File: src/rtl/pos_cell_access_ctrl_pkg.sv
// Shared definitions for the cell position memory access controllers.
// Every 3D cell instance imports this package.
package pos_cell_access_ctrl_pkg;

  // Sequencer states
  typedef enum logic [2:0] {
    IDLE      = 3'd0,
    CNT_ISSUE = 3'd1,
    CNT_WAIT  = 3'd2,
    STREAM    = 3'd3,
    DRAIN     = 3'd4
  } state_e;

  // Cycles from address/rden presentation to valid ram_q
  localparam int RAM_RD_LATENCY = 2;

  // Address of the particle count word
  localparam int CNT_ADDR = 0;

endpackage

File: src/rtl/pos_cell_access_ctrl_if.sv
// Bundle of the read-stream, write-back and memory-side signals of one
// cell position memory controller. The slave view belongs to the controller.
interface pos_cell_access_ctrl_if #(
  parameter int DATA_WIDTH = 96,
  parameter int ADDR_WIDTH = 8
) ();

  // Force-evaluation (read stream) side
  logic                  rd_start;
  logic                  rd_busy;
  logic                  rd_valid;
  logic [DATA_WIDTH-1:0] rd_data;
  logic                  rd_last;
  logic                  rd_empty;

  // Motion-update (write-back) side
  logic                  wr_req;
  logic [ADDR_WIDTH-1:0] wr_addr;
  logic [DATA_WIDTH-1:0] wr_data;
  logic                  wr_grant;

  // Sticky error flag
  logic                  err;

  // Memory side
  logic [ADDR_WIDTH-1:0] ram_address;
  logic [DATA_WIDTH-1:0] ram_data;
  logic                  ram_rden;
  logic                  ram_wren;
  logic [DATA_WIDTH-1:0] ram_q;

  modport slave (
    input  rd_start, wr_req, wr_addr, wr_data, ram_q,
    output rd_busy, rd_valid, rd_data, rd_last, rd_empty, wr_grant, err,
           ram_address, ram_data, ram_rden, ram_wren
  );

  modport master (
    output rd_start, wr_req, wr_addr, wr_data, ram_q,
    input  rd_busy, rd_valid, rd_data, rd_last, rd_empty, wr_grant, err,
           ram_address, ram_data, ram_rden, ram_wren
  );

endinterface

File: src/rtl/pos_cell_access_ctrl_rd_valid_pipe.sv
// Delay line that follows particle reads through the memory read latency,
// so that {valid, last} line up with the word appearing on ram_q.
module pos_cell_access_ctrl_rd_valid_pipe #(
  parameter int DEPTH = 2
) (
  input  logic clock,
  input  logic rst_n,
  input  logic valid_i,
  input  logic last_i,
  output logic valid_o,
  output logic last_o
);

  logic [DEPTH-1:0] valid_q;
  logic [DEPTH-1:0] last_q;

  // Shift the issued-read flags one stage per cycle; reset flushes them.
  always_ff @(posedge clock) begin
    if (!rst_n) begin
      valid_q <= {DEPTH{1'b0}};
      last_q  <= {DEPTH{1'b0}};
    end else begin
      valid_q <= {valid_q[DEPTH-2:0], valid_i};
      last_q  <= {last_q[DEPTH-2:0], last_i};
    end
  end

  assign valid_o = valid_q[DEPTH-1];
  assign last_o  = last_q[DEPTH-1];

endmodule

File: src/rtl/pos_cell_access_ctrl.sv
// Sequencer and arbiter for one single-port cell position memory.
// Address 0 holds the particle count; 1..N hold {posz, posy, posx}.
// Writes are accepted only while idle; a read request streams the whole cell.
module pos_cell_access_ctrl
  import pos_cell_access_ctrl_pkg::*;
#(
  parameter int DATA_WIDTH   = 96,
  parameter int PARTICLE_NUM = 220,
  parameter int ADDR_WIDTH   = 8
) (
  input logic                  clock,
  input logic                  rst_n,
  pos_cell_access_ctrl_if.slave bus
);

  localparam logic [ADDR_WIDTH-1:0] LAST_ADDR  = ADDR_WIDTH'(PARTICLE_NUM - 1);
  localparam logic [ADDR_WIDTH-1:0] CNT_ADDR_W = ADDR_WIDTH'(CNT_ADDR);
  localparam logic [ADDR_WIDTH-1:0] ONE_ADDR   = ADDR_WIDTH'(1);
  localparam logic [ADDR_WIDTH-1:0] ZERO_ADDR  = {ADDR_WIDTH{1'b0}};
  localparam logic [1:0]            WAIT_LAST  = 2'(RAM_RD_LATENCY - 1);

  state_e                state_q;
  logic [ADDR_WIDTH-1:0] cnt_q;
  logic [ADDR_WIDTH-1:0] ram_address_q;
  logic [DATA_WIDTH-1:0] ram_data_q;
  logic                  ram_rden_q;
  logic                  ram_wren_q;
  logic                  iss_valid_q;
  logic                  iss_last_q;
  logic                  rd_pending_q;
  logic                  err_q;
  logic [1:0]            wait_q;

  logic                  busy;
  logic                  grant;
  logic                  wr_in_range;
  logic                  rd_go;
  logic                  cnt_ready;
  logic [ADDR_WIDTH-1:0] cnt_raw;
  logic [ADDR_WIDTH-1:0] cnt_d;
  logic                  pipe_valid;
  logic                  pipe_last;

  assign busy        = (state_q != IDLE);
  // Writes win over reads and are only taken while idle.
  assign grant       = rst_n && (state_q == IDLE) && bus.wr_req;
  assign wr_in_range = (bus.wr_addr <= LAST_ADDR);
  assign rd_go       = (state_q == IDLE) && (bus.rd_start || rd_pending_q) && !bus.wr_req;
  // The count word is on ram_q in the last CNT_WAIT cycle.
  assign cnt_ready   = (state_q == CNT_WAIT) && (wait_q == WAIT_LAST);
  assign cnt_raw     = bus.ram_q[ADDR_WIDTH-1:0];
  // A corrupt count larger than the cell must not run past the memory.
  assign cnt_d       = (cnt_raw > LAST_ADDR) ? LAST_ADDR : cnt_raw;

  // Sequencer: arbitration, count fetch, address generation and memory controls.
  always_ff @(posedge clock) begin
    if (!rst_n) begin
      state_q       <= IDLE;
      cnt_q         <= ZERO_ADDR;
      ram_address_q <= ZERO_ADDR;
      ram_data_q    <= {DATA_WIDTH{1'b0}};
      ram_rden_q    <= 1'b0;
      ram_wren_q    <= 1'b0;
      iss_valid_q   <= 1'b0;
      iss_last_q    <= 1'b0;
      rd_pending_q  <= 1'b0;
      err_q         <= 1'b0;
      wait_q        <= 2'd0;
    end else begin
      ram_rden_q  <= 1'b0;
      ram_wren_q  <= 1'b0;
      iss_valid_q <= 1'b0;
      iss_last_q  <= 1'b0;

      // A read request that cannot start now is held once; a second is dropped.
      if (rd_go) begin
        rd_pending_q <= 1'b0;
        if (bus.rd_start && rd_pending_q) begin
          err_q <= 1'b1;
        end
      end else if (bus.rd_start) begin
        if (!rd_pending_q) begin
          rd_pending_q <= 1'b1;
        end else begin
          err_q <= 1'b1;
        end
      end

      // Out-of-range writes are granted so the requester does not hang.
      if (grant && !wr_in_range) begin
        err_q <= 1'b1;
      end

      case (state_q)
        IDLE: begin
          if (grant) begin
            ram_address_q <= bus.wr_addr;
            ram_data_q    <= bus.wr_data;
            ram_wren_q    <= wr_in_range;
          end else if (rd_go) begin
            ram_address_q <= CNT_ADDR_W;
            ram_rden_q    <= 1'b1;
            state_q       <= CNT_ISSUE;
          end
        end
        CNT_ISSUE: begin
          wait_q  <= 2'd0;
          state_q <= CNT_WAIT;
        end
        CNT_WAIT: begin
          if (wait_q == WAIT_LAST) begin
            cnt_q <= cnt_d;
            if (cnt_d == ZERO_ADDR) begin
              state_q <= IDLE;
            end else begin
              ram_address_q <= ONE_ADDR;
              ram_rden_q    <= 1'b1;
              iss_valid_q   <= 1'b1;
              iss_last_q    <= (cnt_d == ONE_ADDR);
              state_q       <= STREAM;
            end
          end else begin
            wait_q <= wait_q + 2'd1;
          end
        end
        STREAM: begin
          if (ram_address_q == cnt_q) begin
            wait_q  <= 2'd0;
            state_q <= DRAIN;
          end else begin
            ram_address_q <= ram_address_q + ONE_ADDR;
            ram_rden_q    <= 1'b1;
            iss_valid_q   <= 1'b1;
            iss_last_q    <= ((ram_address_q + ONE_ADDR) == cnt_q);
          end
        end
        DRAIN: begin
          if (wait_q == WAIT_LAST) begin
            state_q <= IDLE;
          end else begin
            wait_q <= wait_q + 2'd1;
          end
        end
        default: begin
          state_q <= IDLE;
        end
      endcase
    end
  end

  pos_cell_access_ctrl_rd_valid_pipe #(
    .DEPTH (RAM_RD_LATENCY)
  ) u_rd_valid_pipe (
    .clock   (clock),
    .rst_n   (rst_n),
    .valid_i (iss_valid_q),
    .last_i  (iss_last_q),
    .valid_o (pipe_valid),
    .last_o  (pipe_last)
  );

  assign bus.rd_busy     = busy;
  assign bus.rd_valid    = pipe_valid;
  assign bus.rd_last     = pipe_last;
  assign bus.rd_data     = bus.ram_q;
  // The count read-back is only meaningful in the cycle it is on ram_q.
  assign bus.rd_empty    = rst_n && cnt_ready && (cnt_d == ZERO_ADDR);
  assign bus.wr_grant    = grant;
  assign bus.err         = err_q;
  assign bus.ram_address = ram_address_q;
  assign bus.ram_data    = ram_data_q;
  assign bus.ram_rden    = ram_rden_q;
  assign bus.ram_wren    = ram_wren_q;

endmodule

File: src/flat_wrapper.sv
// flat-port wrapper written by rule: the top's interface ports become plain ports
module pos_cell_access_ctrl_flat import pos_cell_access_ctrl_pkg::*;
#(
  parameter int DATA_WIDTH   = 96,
  parameter int PARTICLE_NUM = 220,
  parameter int ADDR_WIDTH   = 8
)
  (clock, rst_n, bus_rd_start, bus_wr_req, bus_wr_addr, bus_wr_data, bus_ram_q, bus_rd_busy, bus_rd_valid, bus_rd_data, bus_rd_last, bus_rd_empty, bus_wr_grant, bus_err, bus_ram_address, bus_ram_data, bus_ram_rden, bus_ram_wren);
  pos_cell_access_ctrl_if #(.DATA_WIDTH(DATA_WIDTH), .ADDR_WIDTH(ADDR_WIDTH)) bus_i ();
  input logic clock;
  input logic rst_n;
  input wire logic [$bits(bus_i.rd_start)-1:0] bus_rd_start;
  input wire logic [$bits(bus_i.wr_req)-1:0] bus_wr_req;
  input wire logic [$bits(bus_i.wr_addr)-1:0] bus_wr_addr;
  input wire logic [$bits(bus_i.wr_data)-1:0] bus_wr_data;
  input wire logic [$bits(bus_i.ram_q)-1:0] bus_ram_q;
  output wire logic [$bits(bus_i.rd_busy)-1:0] bus_rd_busy;
  output wire logic [$bits(bus_i.rd_valid)-1:0] bus_rd_valid;
  output wire logic [$bits(bus_i.rd_data)-1:0] bus_rd_data;
  output wire logic [$bits(bus_i.rd_last)-1:0] bus_rd_last;
  output wire logic [$bits(bus_i.rd_empty)-1:0] bus_rd_empty;
  output wire logic [$bits(bus_i.wr_grant)-1:0] bus_wr_grant;
  output wire logic [$bits(bus_i.err)-1:0] bus_err;
  output wire logic [$bits(bus_i.ram_address)-1:0] bus_ram_address;
  output wire logic [$bits(bus_i.ram_data)-1:0] bus_ram_data;
  output wire logic [$bits(bus_i.ram_rden)-1:0] bus_ram_rden;
  output wire logic [$bits(bus_i.ram_wren)-1:0] bus_ram_wren;
  assign bus_i.rd_start = bus_rd_start;
  assign bus_i.wr_req = bus_wr_req;
  assign bus_i.wr_addr = bus_wr_addr;
  assign bus_i.wr_data = bus_wr_data;
  assign bus_i.ram_q = bus_ram_q;
  assign bus_rd_busy = bus_i.rd_busy;
  assign bus_rd_valid = bus_i.rd_valid;
  assign bus_rd_data = bus_i.rd_data;
  assign bus_rd_last = bus_i.rd_last;
  assign bus_rd_empty = bus_i.rd_empty;
  assign bus_wr_grant = bus_i.wr_grant;
  assign bus_err = bus_i.err;
  assign bus_ram_address = bus_i.ram_address;
  assign bus_ram_data = bus_i.ram_data;
  assign bus_ram_rden = bus_i.ram_rden;
  assign bus_ram_wren = bus_i.ram_wren;
  pos_cell_access_ctrl #(.DATA_WIDTH(DATA_WIDTH), .PARTICLE_NUM(PARTICLE_NUM), .ADDR_WIDTH(ADDR_WIDTH)) u_core (.clock(clock), .rst_n(rst_n), .bus(bus_i));
endmodule
File: config.mk
export PLATFORM = sky130hd
export DESIGN_NAME = pos_cell_access_ctrl_flat
export DESIGN_NICKNAME = d
export VERILOG_FILES = /design/src/rtl/pos_cell_access_ctrl_pkg.sv /design/src/rtl/pos_cell_access_ctrl_if.sv /design/src/rtl/pos_cell_access_ctrl_rd_valid_pipe.sv /design/src/rtl/pos_cell_access_ctrl.sv /design/src/flat_wrapper.sv
export SDC_FILE = /design/constraint.sdc
export NUM_CORES = 1
export LEC_CHECK = 0
export CAP_MARGIN = 20
export CORE_AREA = 2 2 160 162
export CTS_CLUSTER_SIZE = 40
export DETAILED_ROUTE_END_ITERATION = 10
export DIE_AREA = 0 0 162 164
export PLACE_DENSITY = 0.61
export REMOVE_ABC_BUFFERS = 1
export SYNTH_ARGS = -nofsm -noshare
export SYNTH_HDL_FRONTEND = slang
export SYNTH_HIERARCHICAL = 1
export SYNTH_SLANG_ARGS = --single-unit
File: constraint.sdc
create_clock -name clock -period 1.95 [get_ports clock]
set_input_delay 0.4875 -clock clock [delete_from_list [all_inputs] [get_ports clock]]
set_output_delay 0.4875 -clock clock [all_outputs]
set_load 0.02 [all_outputs]
Word-level counts from Yosys, hierarchy flattened
Cells that the tools add are included.
Storage, ports and cells
  bits in registers: 127
  bits in latches: 0
  bits in writable memories: 0
  bits in read-only memories: 0
  input port bits: 204
  output and inout bits: 208
  memories: 0
Cells by class
  add/subtract/negate cells: 2
  multipliers: 0
  div/mod/pow operators: 0
  order comparisons: 2
  equal/unequal tests: 18
  shifts and indexed selects: 0
  multiplexer cells: 33
  bitwise logic cells: 1
  reduce and logical (&&, ||, !) cells: 28
Operator list (count)
  two-way mux 8 bit: 6
  case mux 8 bit (3 select lines): 1
  equality test 8 bit: 2
  two-way mux 3 bit: 5
  case mux 3 bit (5 select lines): 1
  nonzero test 3 bit: 5
  two-way mux 1 bit: 13
  != test 2 bit, second input constant: 5
  AND reduction 5 bit: 2
  logical AND 1 bit: 9
  AND reduction 3 bit: 3
  adder 8 x 1 -> 8 bit, second input constant: 1
  equality test 8 x 1 -> 1 bit, second input constant: 1
  > comparator 8 bit, second input constant: 1
  <= comparator 8 bit, second input constant: 1
  logical NOT 8 bit: 1
  equality test 3 x 2 -> 1 bit, second input constant: 2
  two-way mux 2 bit: 3
  != test 2 x 1 -> 1 bit, second input constant: 3
  case mux 2 bit (3 select lines): 1
  case mux 1 bit (2 select lines): 2
  AND reduction 2 bit: 2
  OR reduction 2 bit: 2
  equality test 3 x 1 -> 1 bit, second input constant: 1
  other kinds (10): 11

Longest topological paths before layout
Gate-level depths: netlist (run 1).
  depth after elaboration: 6
  depth in mapped cells: 9
  gate-level depth less buffers: 7

Hierarchy
Netlist (run 1), hierarchy kept.
Modules (own cells, without submodules)
  pos_cell_access_ctrl: instances 1, cells each 697, area each 5567.8 um^2, sequential area each 2462.4 um^2
  pos_cell_access_ctrl_rd_valid_pipe: instances 1, cells each 8, area each 105.1 um^2, sequential area each 80.1 um^2

Worst setup path after synthesis (run 1)
Ideal clock, no wire load.
  kind: reg-to-output
  start: register u_core.state_q[1]
  end: output port bus_wr_grant
  arrival time: 1.524 ns
  data required time: 1.462 ns
  slack: -0.061 ns
  cell stages (with the launch flop): 8
  path buffers: 4
  path through: dfxtp_1 buf_2 nor3_4 inv_2 nor2_1 buf_2 buf_4 buf_4
On the way
  word-level cells in the longest chain between the ends: 3
RTL lines
  start, declared: line pos_cell_access_ctrl.sv:22  | state_e state_q;
  start signal, assigned: line pos_cell_access_ctrl.sv:58  | state_q <= IDLE;
  start signal, assigned: line pos_cell_access_ctrl.sv:103  | state_q <= CNT_ISSUE;
  start signal, assigned: line pos_cell_access_ctrl.sv:108  | state_q <= CNT_WAIT;
  logical NOT 3 bit: line pos_cell_access_ctrl.sv:46  | assign grant = rst_n && (state_q == IDLE) && bus.wr_req;
  logical AND 1 bit (2 in series): line pos_cell_access_ctrl.sv:46
  end, declared: line flat_wrapper.sv:22  | output wire logic [$bits(bus_i.wr_grant)-1:0] bus_wr_grant;
No other way between the ends.

Worst setup path in the final report (run 1)
  start: input port bus_ram_q[1]
  end: output port bus_rd_empty
On the way
  word-level cells in the longest chain between the ends: 4
RTL lines
  start, declared: line flat_wrapper.sv:16  | input wire logic [$bits(bus_i.ram_q)-1:0] bus_ram_q;
  > comparator 8 bit: line pos_cell_access_ctrl.sv:53  | assign cnt_d = (cnt_raw > LAST_ADDR) ? LAST_ADDR : cnt_raw;
  two-way mux 8 bit (*): line pos_cell_access_ctrl.sv:53
  logical NOT 8 bit (*): line pos_cell_access_ctrl.sv:167  | assign bus.rd_empty = rst_n && cnt_ready && (cnt_d == ZERO_ADDR);
  logical AND 1 bit (*): line pos_cell_access_ctrl.sv:167
  end, declared: line flat_wrapper.sv:21  | output wire logic [$bits(bus_i.rd_empty)-1:0] bus_rd_empty;
Mark *: on every way between the ends. The rest lies on a longest branch, timed or not.

==> results of run 1 <==
-- area by class of cell --
cell class / count / area [µm²] / share of cell area (%)
Timing Repair Buffer: 298 / 2890 / 33.3
Sequential cell: 127 / 2550 / 29.3
Multi-Input combinational cell: 435 / 2230 / 25.6
Clock buffer: 17 / 425 / 4.90
Tap cell: 330 / 413 / 4.75
Clock inverter: 14 / 145 / 1.67
Inverter: 8 / 30.0 / 0.346
Antenna cell: 2 / 5.00 / 0.0576
-- state kept, by name (all words and copies together) (netlist names) --
signal,flops
u_core/iss_valid_q,1
u_core/wait_q,2
u_core/cnt_q,8
u_core/bus.err,1
u_core/bus.ram_address,8
u_core/bus.ram_wren,1
u_core/iss_last_q,1
u_core/u_rd_valid_pipe/valid_q,2
u_core/u_rd_valid_pipe/last_q,2
u_core/state_q,3
u_core/bus.ram_rden,1
u_core/bus.ram_data,96
u_core/rd_pending_q,1
-- cells by family after synthesis --
group / count (synthesis) / share of synthesized area, %
AO/OA/AOI/OAI: 153 / 15.8
XOR/XNOR: 16 / 2.47
adder cells (fa/ha/maj): 2 / 0.441
buffers and inverters: 143 / 16.6
flip-flops: 127 / 44.8
AND/OR/NAND/NOR: 264 / 19.9
-- synthesized netlist by cell type, drive strengths merged, types with 3 or more instances --
cell	n
a21oi	14
a221oi	3
a22oi	6
a31oi	3
and2	5
buf	111
clkbuf	24
dfxtp	127
inv	7
nand2	211
nand3	4
nor2	15
nor3	9
o2111ai	4
o21ai	108
o221a	3
o22ai	3
xnor2	12
xor2	4
-- how the worst min path moves through the flow --
stage | startpoint | to | slack, ns
4_1_cts | bus_ram_q[1] | u_core/cnt_q[1] | 0.42
5_1_grt | bus_ram_q[1] | u_core/cnt_q[1] | 0.42
6_report | u_core/iss_valid_q | u_core/u_rd_valid_pipe/valid_q[0] | 0.43
2_1_floorplan | u_core/iss_valid_q | u_core/u_rd_valid_pipe/valid_q[0] | 0.41
3_5_place_dp | u_core/iss_valid_q | u_core/u_rd_valid_pipe/valid_q[0] | 0.41
3_3_place_gp | u_core/iss_valid_q | u_core/u_rd_valid_pipe/valid_q[0] | 0.42
-- per-layer routing --
layer | routed length [µm] | global-route usage [%] | vias to the layer above
met4 | 539 | 5.27 | 20
met2 | 11000 | 27.9 | 488
li1 | - | - | 2606
met1 | 9970 | 21.1 | 2446
met5 | 461 | 10.6 | -
met3 | 6950 | 24.9 | 47
-- power by group through the flow --
| stage | sequential (mW) | combinational (mW) | clock (mW) |
|---|---|---|---|
| finish | 2.89 | 1.48 | 3.13 |
| global route | 2.91 | 1.60 | 3.35 |
| CTS | 2.89 | 1.48 | 3.22 |
| detailed placement | 2.95 | 1.47 | 0 |
| global placement | 2.94 | 1.47 | 0 |
| floorplan | 3.17 | 0.339 | 0 |
-- timing repair --
action,in CTS,in global routing
gates resized for setup,61,7
pin swaps,7,1
buffers inserted,2,5
hold buffers,0,0
endpoints found under the setup margin,24,6
==> run metrics, run 1 <==
setup_tns -0.140 ns; CTS tree done; pin count of the biggest net entering global routing 60; worst-margin pin slew 0.660 ns; Starting Density 22.9%; syn avg cell area 8.05 µm²; crit path cell chain buf_6 -> or4_4 -> nor2_8 -> and3_4 -> buf_6; FP Rows 58; layout cells sized above 1 13.8%; Internal Power roughly 5.4 mW; Worst R2R End u_core/bus.ram_address[1]; most used cell, CP buf_6; Top delay family on crit path simple AND/OR/NAND/NOR gates; cell count after synthesis 705; slowest stage delay, CP 0.56 ns; Post-Syn Area 5670 µm²; Via density ~4.6; Finished Layout Cells between 1000 and 1500; post-synthesis sequential area ratio 44.8%; cell area after placement 8020 µm²; max cap viols 0; H-tree Lvls 4; Warnings, synthesis 6; Pwr Total 7.51 mW; Worst Reg2Reg Path Length in Cells 8; failing checks negative setup slack; Critical Path Source bus_ram_q[1]; Yosys reg bits 127; critical path's slowest cell or4_4; most frequent cells in the layout clkdlybuf4s50_1, nand2_1, dfxtp_1; Inst Count DP 1191; total die area 26600 µm²; clock buffer count from CTS 17; combinational power share 19.8%; Critical Path Start Type input pin; CTS clk-pin slew, worst paths 0.06 ns; status finished with violations; sw power between 2 and 2.5 mW; chip width around 160 µm; drt drc 0; Worst Clk Skew just under 0.008 ns; GPL Wtd Cong 0.831; CP arrival 1.57 ns; fin crit share 106%; die height roughly 160 µm; Total Nets Final around 1100; hold path depth 1; Pre-antenna DRT Iters 7; Worst R2R Start u_core/state_q[2]; leading area contributor after synthesis dfxtp_1; R2R setup slack 0.10 ns; relative slew slack a little under three fifths; GR Overflow Total 0; cell count along the critical path 5; Synth top area share between 40% and 50%; asr flop ratio synth 0%; initial antenna violation count 8; setup ws final -0.109 ns; Achievable Freq 0.486 GHz; root buffer cell clkbuf_16; dpl hpwl 22.5 mm; Leak 3.32 nW; CTS max path bufs 2; synth-to-layout area growth 53.1%; unrepaired setup endpoints after global routing yes; IO buf count 235; Cell Pwr Density 865 nW/µm²; most common cell after layout, fill and taps aside clkdlybuf4s50_1; Worst setup EP type output port; WP data required 1.46 ns; Layout fillers between 2000 and 3000; number of synthesized flops with an enable pin 0; Clock Power Share approximately two fifths; WS Path Type input pin to output port; Most used DFF post-synth dfxtp_1; final core utilization 35.0%; vias in the first global route ~5200; Fin. Hold Viols 0; synth top area cells dfxtp_1, buf_4, nand2_1; total wire length 29.0 mm; first-pass GRT wire length 39.6 mm; Top-Level Pins 412; WHS ~0.43 ns; Sw Ratio 27.8%; crit-path max FO 2; Tmin final slightly above 2 ns; CP Capture Point bus_rd_empty; buffer and inverter count on the worst path 2; Synth cell types 49; Place WS -0.948 ns; Final Slew Violations 0; insertion delay to the later sink of the worst-skew pair 0.41 ns; Core ar. 24800 µm²; maximum vdd drop between 0.0004 and 0.0005 V; clock sink total 127; GRT Util Overall 21.4%; final instance area just under 9000 µm²; routed length per placed instance 23.5 µm; Setup violations, final 2; number of routed nets with antenna violations 0; Seq pwr share about two fifths; Hold Path Class register to register; initial detailed-routing violation count 488; total number of vias roughly 5600
No activity file was read; power rests on OpenSTA's default activity.
==> run 2: changes to the inputs <==
--- a/config.mk
+++ b/config.mk
@@ -12,3 +12,2 @@
 export DIE_AREA = 0 0 162 164
-export PLACE_DENSITY = 0.61
 export REMOVE_ABC_BUFFERS = 1
==> constraint.sdc (replaced) <==
create_clock -name clock -period 1.95 [get_ports clock]
set_input_delay 0.2925 -clock clock [delete_from_list [all_inputs] [get_ports clock]]
set_output_delay 0.2925 -clock clock [all_outputs]
set_load 0.02 [all_outputs]
==> run metrics, run 2 (synthesis gave the netlist of run 1 again) <==
status finished clean (was finished with violations); insertion delay to the later sink of the worst-skew pair 0.41 ns (about the same); WS Path Type input pin to output port (unchanged); CTS tree done (unchanged); GR Overflow Total 0 (unchanged); max cap viols 0 (unchanged); most frequent cells in the layout clkdlybuf4s50_1, nand2_1, dfxtp_1 (unchanged); crit-path max FO 2 (unchanged); clock buffer count from CTS 17 (unchanged); Critical Path Start Type input pin (unchanged); GPL Wtd Cong 0.889 (was 0.831); dpl hpwl 21.3 mm (was 22.5 mm); Tmin final 1.89 ns (was 2.06 ns); maximum vdd drop 0.000454 V (was 0.000439 V); final instance area 8580 µm² (was 8690 µm²); worst-margin pin slew 0.975 ns (was 0.660 ns); Finished Layout Cells 1214 (was 1231); CP arrival 1.60 ns (was 1.57 ns); clock sink total 127 (unchanged); initial detailed-routing violation count 518 (was 488); total wire length 27.4 mm (was 29.0 mm); pin count of the biggest net entering global routing 89 (was 60); Hold Path Class input pin to register (was register to register); routed length per placed instance 22.6 µm (was 23.5 µm); first-pass GRT wire length 37.5 mm (was 39.6 mm); Total Nets Final 1075 (was 1093); total die area 26600 µm² (unchanged); number of routed nets with antenna violations 0 (unchanged); GRT Util Overall 20.2% (was 21.4%); Inst Count DP 1180 (was 1191); final core utilization 34.6% (was 35.0%); unrepaired setup endpoints after global routing yes (unchanged); die height 164 µm (unchanged); vias in the first global route 5024 (was 5164); initial antenna violation count 3 (was 8); number of hold buffers added after cts 0 (unchanged); fin crit share 96.9% (was 106%); Setup violations, final 0 (was 2); CTS max path bufs 2 (unchanged); cell area after placement 7920 µm² (was 8020 µm²); max reg flops 96 (unchanged); chip width 162 µm (unchanged); WP data required 1.66 ns (was 1.46 ns); Starting Density 22.9% (unchanged); layout cells sized above 1 11.5% (was 13.8%); relative slew slack 35.0% (was 56.0%); Worst Clk Skew 0.00922 ns (was 0.00786 ns); Layout fillers 2626 (was 2613); CTS clk-pin slew, worst paths 0.06 ns (about the same); Worst setup EP type output port (unchanged); IO buf count 235 (unchanged); Achievable Freq 0.529 GHz (was 0.486 GHz); Setup Fix Bufs, Post-CTS 0 (was 2); Top-Level Pins 412 (unchanged); Fin. Hold Viols 0 (unchanged); Pre-antenna DRT Iters 5 (was 7); most common cell after layout, fill and taps aside clkdlybuf4s50_1 (unchanged); Leak 3.17 nW (was 3.32 nW); total number of vias 5449 (was 5607); Via density 4.49 (was 4.55); FP Rows 58 (unchanged); synth-to-layout area growth 51.2% (was 53.1%); Cell Pwr Density 898 nW/µm² (was 865 nW/µm²); H-tree Lvls 4 (unchanged); Core ar. 24800 µm² (unchanged); root buffer cell clkbuf_16 (unchanged); drt drc 0 (unchanged); Final Slew Violations 0 (unchanged)
-- run 2: cell count changes in the layout (fill, tap and decap cells not counted), sizes merged --
cell           previous run  this run
buf                      73        48
bufinv                    2         3
clkdlybuf4s50           212       225
clkdlybuf4s15             2         0
dlygate4sd2               8         5
inv                       8        12
clkbuf                   17        18
dlymetal6s2s              3         2
clkinv                   11         6
-- run 2: worst paths after layout --
| path | start | endpoint | slack, ns | cells past startpoint |
|---|---|---|---|---|
| min reg2reg | u_core/u_rd_valid_pipe/last_q[0] | u_core/u_rd_valid_pipe/last_q[1] | 0.43 | 1 |
| min | bus_ram_q[7] | u_core/cnt_q[7] | 0.30 | 4 |
| max reg2reg | u_core/state_q[1] | u_core/bus.ram_address[4] | 0.13 | 7 |
| max | bus_ram_q[5] | bus_rd_empty | 0.06 | 5 |
-- run 2: stage by stage --
step                      power [mW]  hold WS [ns]  TNS (ns)  worst slack [ns]
after floorplan                 3.51         0.401   -562.48             -6.02
after global placement          4.36         0.425     -2.65            -0.543
after detailed placement        4.37         0.423     -2.85            -0.531
after CTS                       7.81         0.326         0           0.00314
final                           7.70         0.303         0            0.0609
after global routing            8.07         0.309  -0.00436          -0.00436
-- run 2: power by group --
group          switching, mW  total, mW  leakage, nW  internal, mW
Combinational          0.697       1.42         1.82         0.719
Clock                   1.32       3.39        0.304          2.07
Sequential             0.104       2.89         1.05          2.79
Total                   2.12       7.70         3.17          5.58
-- run 2: final cells by class --
type | count | area [µm²] | share of cell area [%]
Timing Repair Buffer | 280 | 2730 | 31.9
Sequential cell | 127 | 2550 | 29.7
Multi-Input combinational cell | 435 | 2230 | 26.0
Clock buffer | 18 | 439 | 5.12
Tap cell | 330 | 413 | 4.81
Clock inverter | 14 | 180 | 2.10
Inverter | 8 | 30.0 | 0.350
Antenna cell | 2 | 5.00 | 0.0584
-- run 2: timing repair --
item / CTS / global route
resized for setup: 18 / 11
pin swaps: 5 / 3
setup endpoints to repair: 3 / 9
-- run 2: routing by layer --
| metal | wire length (µm) | vias up | GRT usage [%] |
|---|---|---|---|
| li1 | - | 2574 | - |
| met5 | 315 | - | 8.52 |
| met4 | 212 | 10 | 3.38 |
| met3 | 5510 | 32 | 18.8 |
| met2 | 10900 | 422 | 27.6 |
| met1 | 10500 | 2411 | 22.4 |
-- run 2: worst max-delay path, cell delays in order --
cell and delay [ns]:
clkdlybuf4s50_1 0.42, or4_4 0.47, nor2_8 0.13, and3_4 0.18, buf_6 0.11
